==> config.mk <==
export PLATFORM = sky130hd
export DESIGN_NAME = fmap_sram_reader
export DESIGN_NICKNAME = d
export VERILOG_FILES = /design/src/rtl/fmap_sram_reader_pkg.sv /design/src/rtl/fmap_sram_reader_fifo.sv /design/src/rtl/fmap_sram_reader.sv
export SDC_FILE = /design/constraint.sdc
export NUM_CORES = 1
export LEC_CHECK = 0
export BUFFER_PORTS_ARGS = -buffer_cell sky130_fd_sc_hd__buf_2
export CORE_MARGIN = 4
export CORE_UTILIZATION = 45
export CTS_CLUSTER_DIAMETER = 60
export DETAILED_ROUTE_END_ITERATION = 12
export PLACE_DENSITY = 0.69
export SLEW_MARGIN = 40
export SYNTH_ARGS = -nofsm -noshare
export SYNTH_HDL_FRONTEND = slang
export SYNTH_SLANG_ARGS = --single-unit
==> constraint.sdc <==
create_clock -name clk -period 10.65 [get_ports clk]
set_input_delay 1.065 -clock clk [delete_from_list [all_inputs] [get_ports clk]]
set_output_delay 1.065 -clock clk [all_outputs]
set_load 0.03 [all_outputs]
==> src/rtl/fmap_sram_reader_pkg.sv <==
// rtl/fmap_sram_reader_pkg.sv - shared types and constants for the feature-map SRAM reader
package fmap_sram_reader_pkg;

  localparam int MEMADDRBIT = 13;
  localparam int FIFO_DEPTH = 2;

  typedef enum logic [1:0] {IDLE, READ, DRAIN, DONE} state_t;

  typedef struct packed {
    logic [MEMADDRBIT-1:0] r;
    logic [MEMADDRBIT-1:0] c;
    logic [MEMADDRBIT-1:0] i;
  } idx_tag_t;

  // Column fastest, then row, then channel: same walk order as the pooling writer.
  function automatic idx_tag_t next_tag(input idx_tag_t t,
                                        input logic [MEMADDRBIT-1:0] nr,
                                        input logic [MEMADDRBIT-1:0] nc);
    idx_tag_t n;
    n = t;
    if (t.c == nc - 1'b1) begin
      n.c = '0;
      if (t.r == nr - 1'b1) begin
        n.r = '0;
        n.i = t.i + 1'b1;
      end else begin
        n.r = t.r + 1'b1;
      end
    end else begin
      n.c = t.c + 1'b1;
    end
    return n;
  endfunction

endpackage

==> src/rtl/fmap_sram_reader_fifo.sv <==
// rtl/fmap_sram_reader_fifo.sv - 2-entry FIFO of {byte, index tag, last flag}
module fmap_tag_fifo
  import fmap_sram_reader_pkg::*;
(
  input  logic       clk,
  input  logic       rst,
  input  logic       push,
  input  logic [7:0] push_data,
  input  idx_tag_t   push_tag,
  input  logic       push_last,
  input  logic       pop,
  output logic [7:0] head_data,
  output idx_tag_t   head_tag,
  output logic       head_last,
  output logic       head_valid,
  output logic [1:0] count
);

  typedef struct packed {
    logic [7:0] data;
    idx_tag_t   tag;
    logic       last;
  } entry_t;

  entry_t e0;
  entry_t e1;
  entry_t e_in;
  logic   do_pop;
  logic   do_push;

  assign e_in    = '{data: push_data, tag: push_tag, last: push_last};
  assign do_pop  = pop && (count != 2'd0);
  assign do_push = push && ((count != 2'(FIFO_DEPTH)) || do_pop);

  assign head_data  = e0.data;
  assign head_tag   = e0.tag;
  assign head_last  = e0.last;
  assign head_valid = (count != 2'd0);

  // e0 is always the head; e1 only holds the second entry when full.
  always_ff @(posedge clk or posedge rst) begin
    if (rst) begin
      e0    <= '0;
      e1    <= '0;
      count <= 2'd0;
    end else begin
      case (count)
        2'd0: begin
          if (do_push) begin
            e0    <= e_in;
            count <= 2'd1;
          end
        end
        2'd1: begin
          if (do_push && do_pop) begin
            e0 <= e_in;
          end else if (do_push) begin
            e1    <= e_in;
            count <= 2'd2;
          end else if (do_pop) begin
            count <= 2'd0;
          end
        end
        default: begin
          if (do_pop) begin
            e0 <= e1;
            if (do_push) e1 <= e_in;
            else         count <= 2'd1;
          end
        end
      endcase
    end
  end

endmodule

==> src/rtl/fmap_sram_reader.sv <==
// rtl/fmap_sram_reader.sv - streams a pooled feature map out of the 8-bit SRAM with (row,col,channel) tags
module fmap_sram_reader
  import fmap_sram_reader_pkg::*;
#(
  parameter int memaddrbit = MEMADDRBIT,
  parameter int RD_LAT     = 1
) (
  input  logic                  clk,
  input  logic                  rst,
  input  logic                  start,
  input  logic [memaddrbit-1:0] base_addr,
  input  logic [memaddrbit-1:0] dr,
  input  logic [memaddrbit-1:0] dc,
  input  logic [memaddrbit-1:0] di,
  output logic                  mem_en,
  output logic [memaddrbit-1:0] mem_addr,
  input  logic [7:0]            mem_rdata,
  output logic [7:0]            dout,
  output logic                  dout_valid,
  input  logic                  dout_ready,
  output logic                  dout_last,
  output logic [memaddrbit-1:0] ir_o,
  output logic [memaddrbit-1:0] ic_o,
  output logic [memaddrbit-1:0] ii_o,
  output logic                  busy,
  output logic                  done
);

  if (RD_LAT != 1) begin : g_rd_lat_check
    $error("fmap_sram_reader: only RD_LAT == 1 is supported");
  end
  if (memaddrbit != MEMADDRBIT) begin : g_width_check
    $error("fmap_sram_reader: memaddrbit must match the package tag width");
  end

  state_t                state;
  logic [memaddrbit-1:0] base_q, dr_q, dc_q, di_q, offset;
  idx_tag_t              cur_tag;
  idx_tag_t              last_tag;
  logic                  rd_valid;
  idx_tag_t              rd_tag;
  logic                  rd_last;
  logic                  pop;
  logic [1:0]            fifo_count;
  logic [2:0]            occ_next;
  logic                  can_issue;
  logic                  issue_last;
  logic [7:0]            head_data;
  idx_tag_t              head_tag;
  logic                  head_last;
  logic                  head_valid;

  assign last_tag.r = dr_q - 1'b1;
  assign last_tag.c = dc_q - 1'b1;
  assign last_tag.i = di_q - 1'b1;

  assign pop        = head_valid && dout_ready;
  assign rd_last    = (rd_tag == last_tag);
  assign issue_last = mem_en && (cur_tag == last_tag);

  // Occupancy the next cycle will see (FIFO after this edge plus the read now on the bus);
  // issuing only while it is below 2 keeps the FIFO from overflowing.
  assign occ_next  = {1'b0, fifo_count} + {2'b00, rd_valid} - {2'b00, pop} + {2'b00, mem_en};
  assign can_issue = (occ_next < 3'd2);

  assign dout       = head_data;
  assign dout_valid = head_valid;
  assign dout_last  = head_last;
  assign ir_o       = head_tag.r;
  assign ic_o       = head_tag.c;
  assign ii_o       = head_tag.i;

  // One-stage tag pipeline matching the SRAM read latency.
  always_ff @(posedge clk or posedge rst) begin
    if (rst) begin
      rd_valid <= 1'b0;
      rd_tag   <= '0;
    end else begin
      rd_valid <= mem_en;
      rd_tag   <= cur_tag;
    end
  end

  fmap_tag_fifo u_fifo (
    .clk        (clk),
    .rst        (rst),
    .push       (rd_valid),
    .push_data  (mem_rdata),
    .push_tag   (rd_tag),
    .push_last  (rd_last),
    .pop        (pop),
    .head_data  (head_data),
    .head_tag   (head_tag),
    .head_last  (head_last),
    .head_valid (head_valid),
    .count      (fifo_count)
  );

  // Sweep control; cur_tag always holds the tag of the most recently issued address.
  always_ff @(posedge clk or posedge rst) begin
    if (rst) begin
      state    <= IDLE;
      mem_en   <= 1'b0;
      mem_addr <= '0;
      busy     <= 1'b0;
      done     <= 1'b0;
      base_q   <= '0;
      dr_q     <= '0;
      dc_q     <= '0;
      di_q     <= '0;
      offset   <= '0;
      cur_tag  <= '0;
    end else begin
      case (state)
        IDLE: begin
          done <= 1'b0;
          if (start) begin
            base_q  <= base_addr;
            dr_q    <= dr;
            dc_q    <= dc;
            di_q    <= di;
            busy    <= 1'b1;
            cur_tag <= '0;
            if ((dr != '0) && (dc != '0) && (di != '0)) begin
              state    <= READ;
              mem_en   <= 1'b1;
              mem_addr <= base_addr;
              offset   <= memaddrbit'(1);
            end else begin
              state <= DONE;
            end
          end
        end
        READ: begin
          if (issue_last) begin
            mem_en <= 1'b0;
            state  <= DRAIN;
          end else if (can_issue) begin
            mem_en   <= 1'b1;
            mem_addr <= base_q + offset;
            offset   <= offset + 1'b1;
            cur_tag  <= next_tag(cur_tag, dr_q, dc_q);
          end else begin
            mem_en <= 1'b0;
          end
        end
        DRAIN: begin
          if (pop && head_last) state <= DONE;
        end
        DONE: begin
          done  <= 1'b1;
          busy  <= 1'b0;
          state <= IDLE;
        end
        default: state <= IDLE;
      endcase
    end
  end

endmodule

==> results.sh <==
export IMPL_status="finished clean"
export IMPL_area_growth_pct=13.43
export IMPL_rsz0062_at_grt="false"
export IMPL_holdPathStages=0
export IMPL_hold_path_class="reg -> reg"
export IMPL_crit_reg2reg_launch="di_q[0]"
export IMPL_drtIter0Drc=715
export IMPL_r2r_cells=10
export IMPL_cts_hold_buffers=0
export IMPL_power_mw=4.258
export IMPL_h_tree_depth=1
export IMPL_ys_ff_latch=260
export IMPL_relSlewSlack_pct=45.56
export IMPL_final_common_cell="dfrtp_1"
export IMPL_core_area_mm2=0.02980
export IMPL_synth_top_family_by_area="simple AND/OR/NAND/NOR gates"
export IMPL_cts_repair_timing_setup_buffer_count=0
export IMPL_synth_compound_area_share_pct=9.447
export IMPL_ys_warn_count=0
export IMPL_path_cells="inv_1 > ha_1 > or4b_1 > nor4_1 > xnor3_1 > o2111ai_1 > nor4_1 > nand4_1 > nand2_2 > mux2_2"
export IMPL_hold_viol_final=0
export IMPL_path_max_fanout=39
export IMPL_tightestPinTransition_ns=0.7961
export IMPL_fp_dieH_um=182.1
export IMPL_clk_pin_slew_ns=0.06
export IMPL_synthMuxAreaShare_pct=13.51
export IMPL_via_count=10071
export IMPL_yosys_area_share_adder_pct=2.770
export IMPL_root_buffer="clkbuf_16"
export IMPL_grt_pass1_wl_um=52630
export IMPL_fmax_mhz=228.5
export IMPL_cp_common_cell="nor4_1"
export IMPL_powerDensity_mw_per_mm2=275.2
export IMPL_netlist_cell_type_count=75
export IMPL_synth_edf_count=0
export IMPL_cap_violations=0
export IMPL_clkSinkCount=260
export IMPL_timing_final_crit_period_ns=4.377
export IMPL_rrSetupSlack_ns=6.27
export IMPL_nNetsFinal=1490
export IMPL_postRouteWirelength_um=32310
export IMPL_cts_resized=0
export IMPL_boundaryPins=129
export IMPL_cts_made_buffers=29
export IMPL_synth_area_mm2=0.01364
export IMPL_die_w_um=182.1
export IMPL_tns_ns=0
export IMPL_grt_pass1_vias=9789
export IMPL_ant_nets=0
export IMPL_seq_area_frac_synth_pct=47.69
export IMPL_most_common_layout_cells="259 x dfrtp_1, 128 x buf_2, 111 x nand2_1"
export IMPL_synth_xor_area_share_pct=8.475
export IMPL_clk_latency_ns=0.54
export IMPL_min_from="cur_tag[38]"
export IMPL_place_congestion=0.9160
export IMPL_hold_slack_ns=0.4056
export IMPL_worstSetupStartpointType="register"
export IMPL_grt_use_total_pct=19.27
export IMPL_place_port_buffers=128
export IMPL_async_flop_share_pct=100.0
export IMPL_endpoint_kind="register"
export IMPL_synthFlopType="dfrtp_1"
export IMPL_period_share_pct=41.10
export IMPL_design_area_mm2=0.01547
export IMPL_r2r_end="offset[0]"
export IMPL_cts_tree="built"
export IMPL_dp_cells=1753
export IMPL_dieArea_mm2=0.03316
export IMPL_overflow=0
export IMPL_drt_first_pass_iters=8
export IMPL_slew_viol_final=0
export IMPL_hpwl_um=23350
export IMPL_antenna_found_initial=2
export IMPL_critPathArrivalTime_ns=4.80
export IMPL_viasPerCell=5.583
export IMPL_grt_max_degree=147
export IMPL_ir_drop_mv=0.1625
export IMPL_finalSetupViolCount=0
export IMPL_cp_slowest_cell="nand2_2"
export IMPL_fin_worst_skew_ns=0.008520
export IMPL_num_fill_cells=2662
export IMPL_route_detailed_drc=0
export IMPL_p_leak_nw=7.137
export IMPL_cp_required_ns=11.07
export IMPL_syn_area_per_cell_um2=10.45
export IMPL_layout_drive_gt1_share_pct=21.43
export IMPL_syn_instance_count=1306
export IMPL_antenna_cells=0
export IMPL_min_to="rd_tag[38]"
export IMPL_slowest_delay_ns=0.65
export IMPL_max_clock_path_buffers=3
export IMPL_place_area_mm2=0.01456
export IMPL_fin_cells=1804
export IMPL_syn_nets=1399
export IMPL_wl_per_cell_um=17.91
export IMPL_yosys_area_share_simple_pct=14.99
export IMPL_worstSetupPathType="reg -> reg"
export IMPL_rows=63
export IMPL_start_util_pct=45.78
==> stage by stage <==
step           setup WS, ns  util, %
2_1_floorplan         2.430        -
3_3_place_gp          5.747    48.79
3_5_place_dp          5.889    48.85
4_1_cts               5.847    51.75
5_1_grt               5.975    51.93
6_report              6.273    51.93
==> logic make-up (layout without fill, tap and decap cells) <==
logic type	Yosys count	count (layout)
and+or+nand+nor	401	401
DFF	260	260
AOI/OAI and AO/OA	212	212
muxes	171	171
xor gates and xnor gates	124	124
buffers and inverters	109	217
adders and majority gates	29	29
==> sequential cells by signal, summed over array words and instances (netlist names), 2 cells and up <==
signal / count
u_fifo.head_data: 8
u_fifo.count: 2
offset: 13
dc_q: 13
u_fifo.head_tag: 39
u_fifo.e1: 48
di_q: 13
mem_addr: 13
base_q: 13
dr_q: 13
state: 2
rd_tag: 39
cur_tag: 39
==> layout make-up <==
class | instances | area [µm²] | area share, %
Clock buffer | 38 | 799.5 | 5.167
Clock inverter | 10 | 65.06 | 0.4205
Inverter | 31 | 128.9 | 0.8329
Multi-Input combinational cell | 937 | 6734 | 43.52
Sequential cell | 260 | 6507 | 42.06
Tap cell | 390 | 488.0 | 3.154
Timing Repair Buffer | 138 | 750.7 | 4.852
==> metal layers <==
metal	global-route usage, %	vias to the layer above	wire length [µm]
li1	-	4825	-
met1	27.62	4931	14850
met2	31.10	264	14940
met3	3.030	47	1733
met4	4.413	4	755
met5	0	-	26
==> critical path: cells and delay by family, from the launching register on <==
| kind | cells | cell delay [ns] |
|---|---|---|
| AND/OR/NAND/NOR | 5 | 2.59 |
| buffers and inverters | 1 | 0.09 |
| XOR/XNOR | 1 | 0.23 |
| multiplexers | 1 | 0.40 |
| flip-flops | 1 | 0.45 |
| adder cells (fa/ha/maj) | 1 | 0.37 |
| AO/OA/AOI/OAI | 1 | 0.13 |
==> Yosys cell counts, drive strengths merged (2+ instances only) <==
cell | n | area (µm²)
o41ai | 2 | 17.52
mux2 | 105 | 1182
inv | 31 | 116.4
nor2 | 68 | 262.8
nor4 | 29 | 187.7
a2111oi | 3 | 26.28
xor2 | 48 | 420.4
o21ai | 103 | 515.5
or3b | 2 | 17.52
a211oi | 3 | 22.52
xnor2 | 71 | 621.9
or3 | 8 | 50.05
nand3 | 31 | 155.2
and3 | 22 | 137.6
a311o | 2 | 20.02
o31a | 2 | 17.52
o21a | 5 | 37.54
nand4b | 2 | 17.52
nor3b | 4 | 30.03
xnor3 | 4 | 90.09
nor2b | 13 | 81.33
and2 | 8 | 50.05
o2111ai | 6 | 52.55
nand4 | 28 | 175.2
and4b | 2 | 20.02
mux2i | 66 | 660.6
clkbuf | 63 | 239.0
nand2 | 114 | 427.9
buf | 15 | 70.06
ha | 27 | 337.8
o211ai | 6 | 45.04
a41oi | 2 | 17.52
or4 | 12 | 97.59
a21oi | 38 | 190.2
o31ai | 12 | 90.09
dfrtp | 260 | 6506
fa | 2 | 40.04
a31oi | 3 | 18.77
a21o | 7 | 52.55
nor3 | 31 | 155.2
a31o | 2 | 17.52
nand2b | 18 | 112.6
or2 | 5 | 31.28
==> worst max-delay path by stage <==
stage / start / end / slack, ns
global route: di_q[0] / cur_tag[27] / 5.98
global placement: dc_q[4] / offset[0] / 5.75
floorplan: rst / base_q[0] / 2.43
CTS: di_q[0] / offset[0] / 5.85
finish: di_q[0] / offset[0] / 6.27
detailed placement: di_q[0] / offset[0] / 5.89
==> where the power goes <==
part | total, mW | switching, mW | internal (mW)
Clock | 0.910 | 0.386 | 0.525
Combinational | 1.82 | 1.07 | 0.753
Sequential | 1.53 | 0.302 | 1.23
No activity file was read; power rests on OpenSTA's default activity.
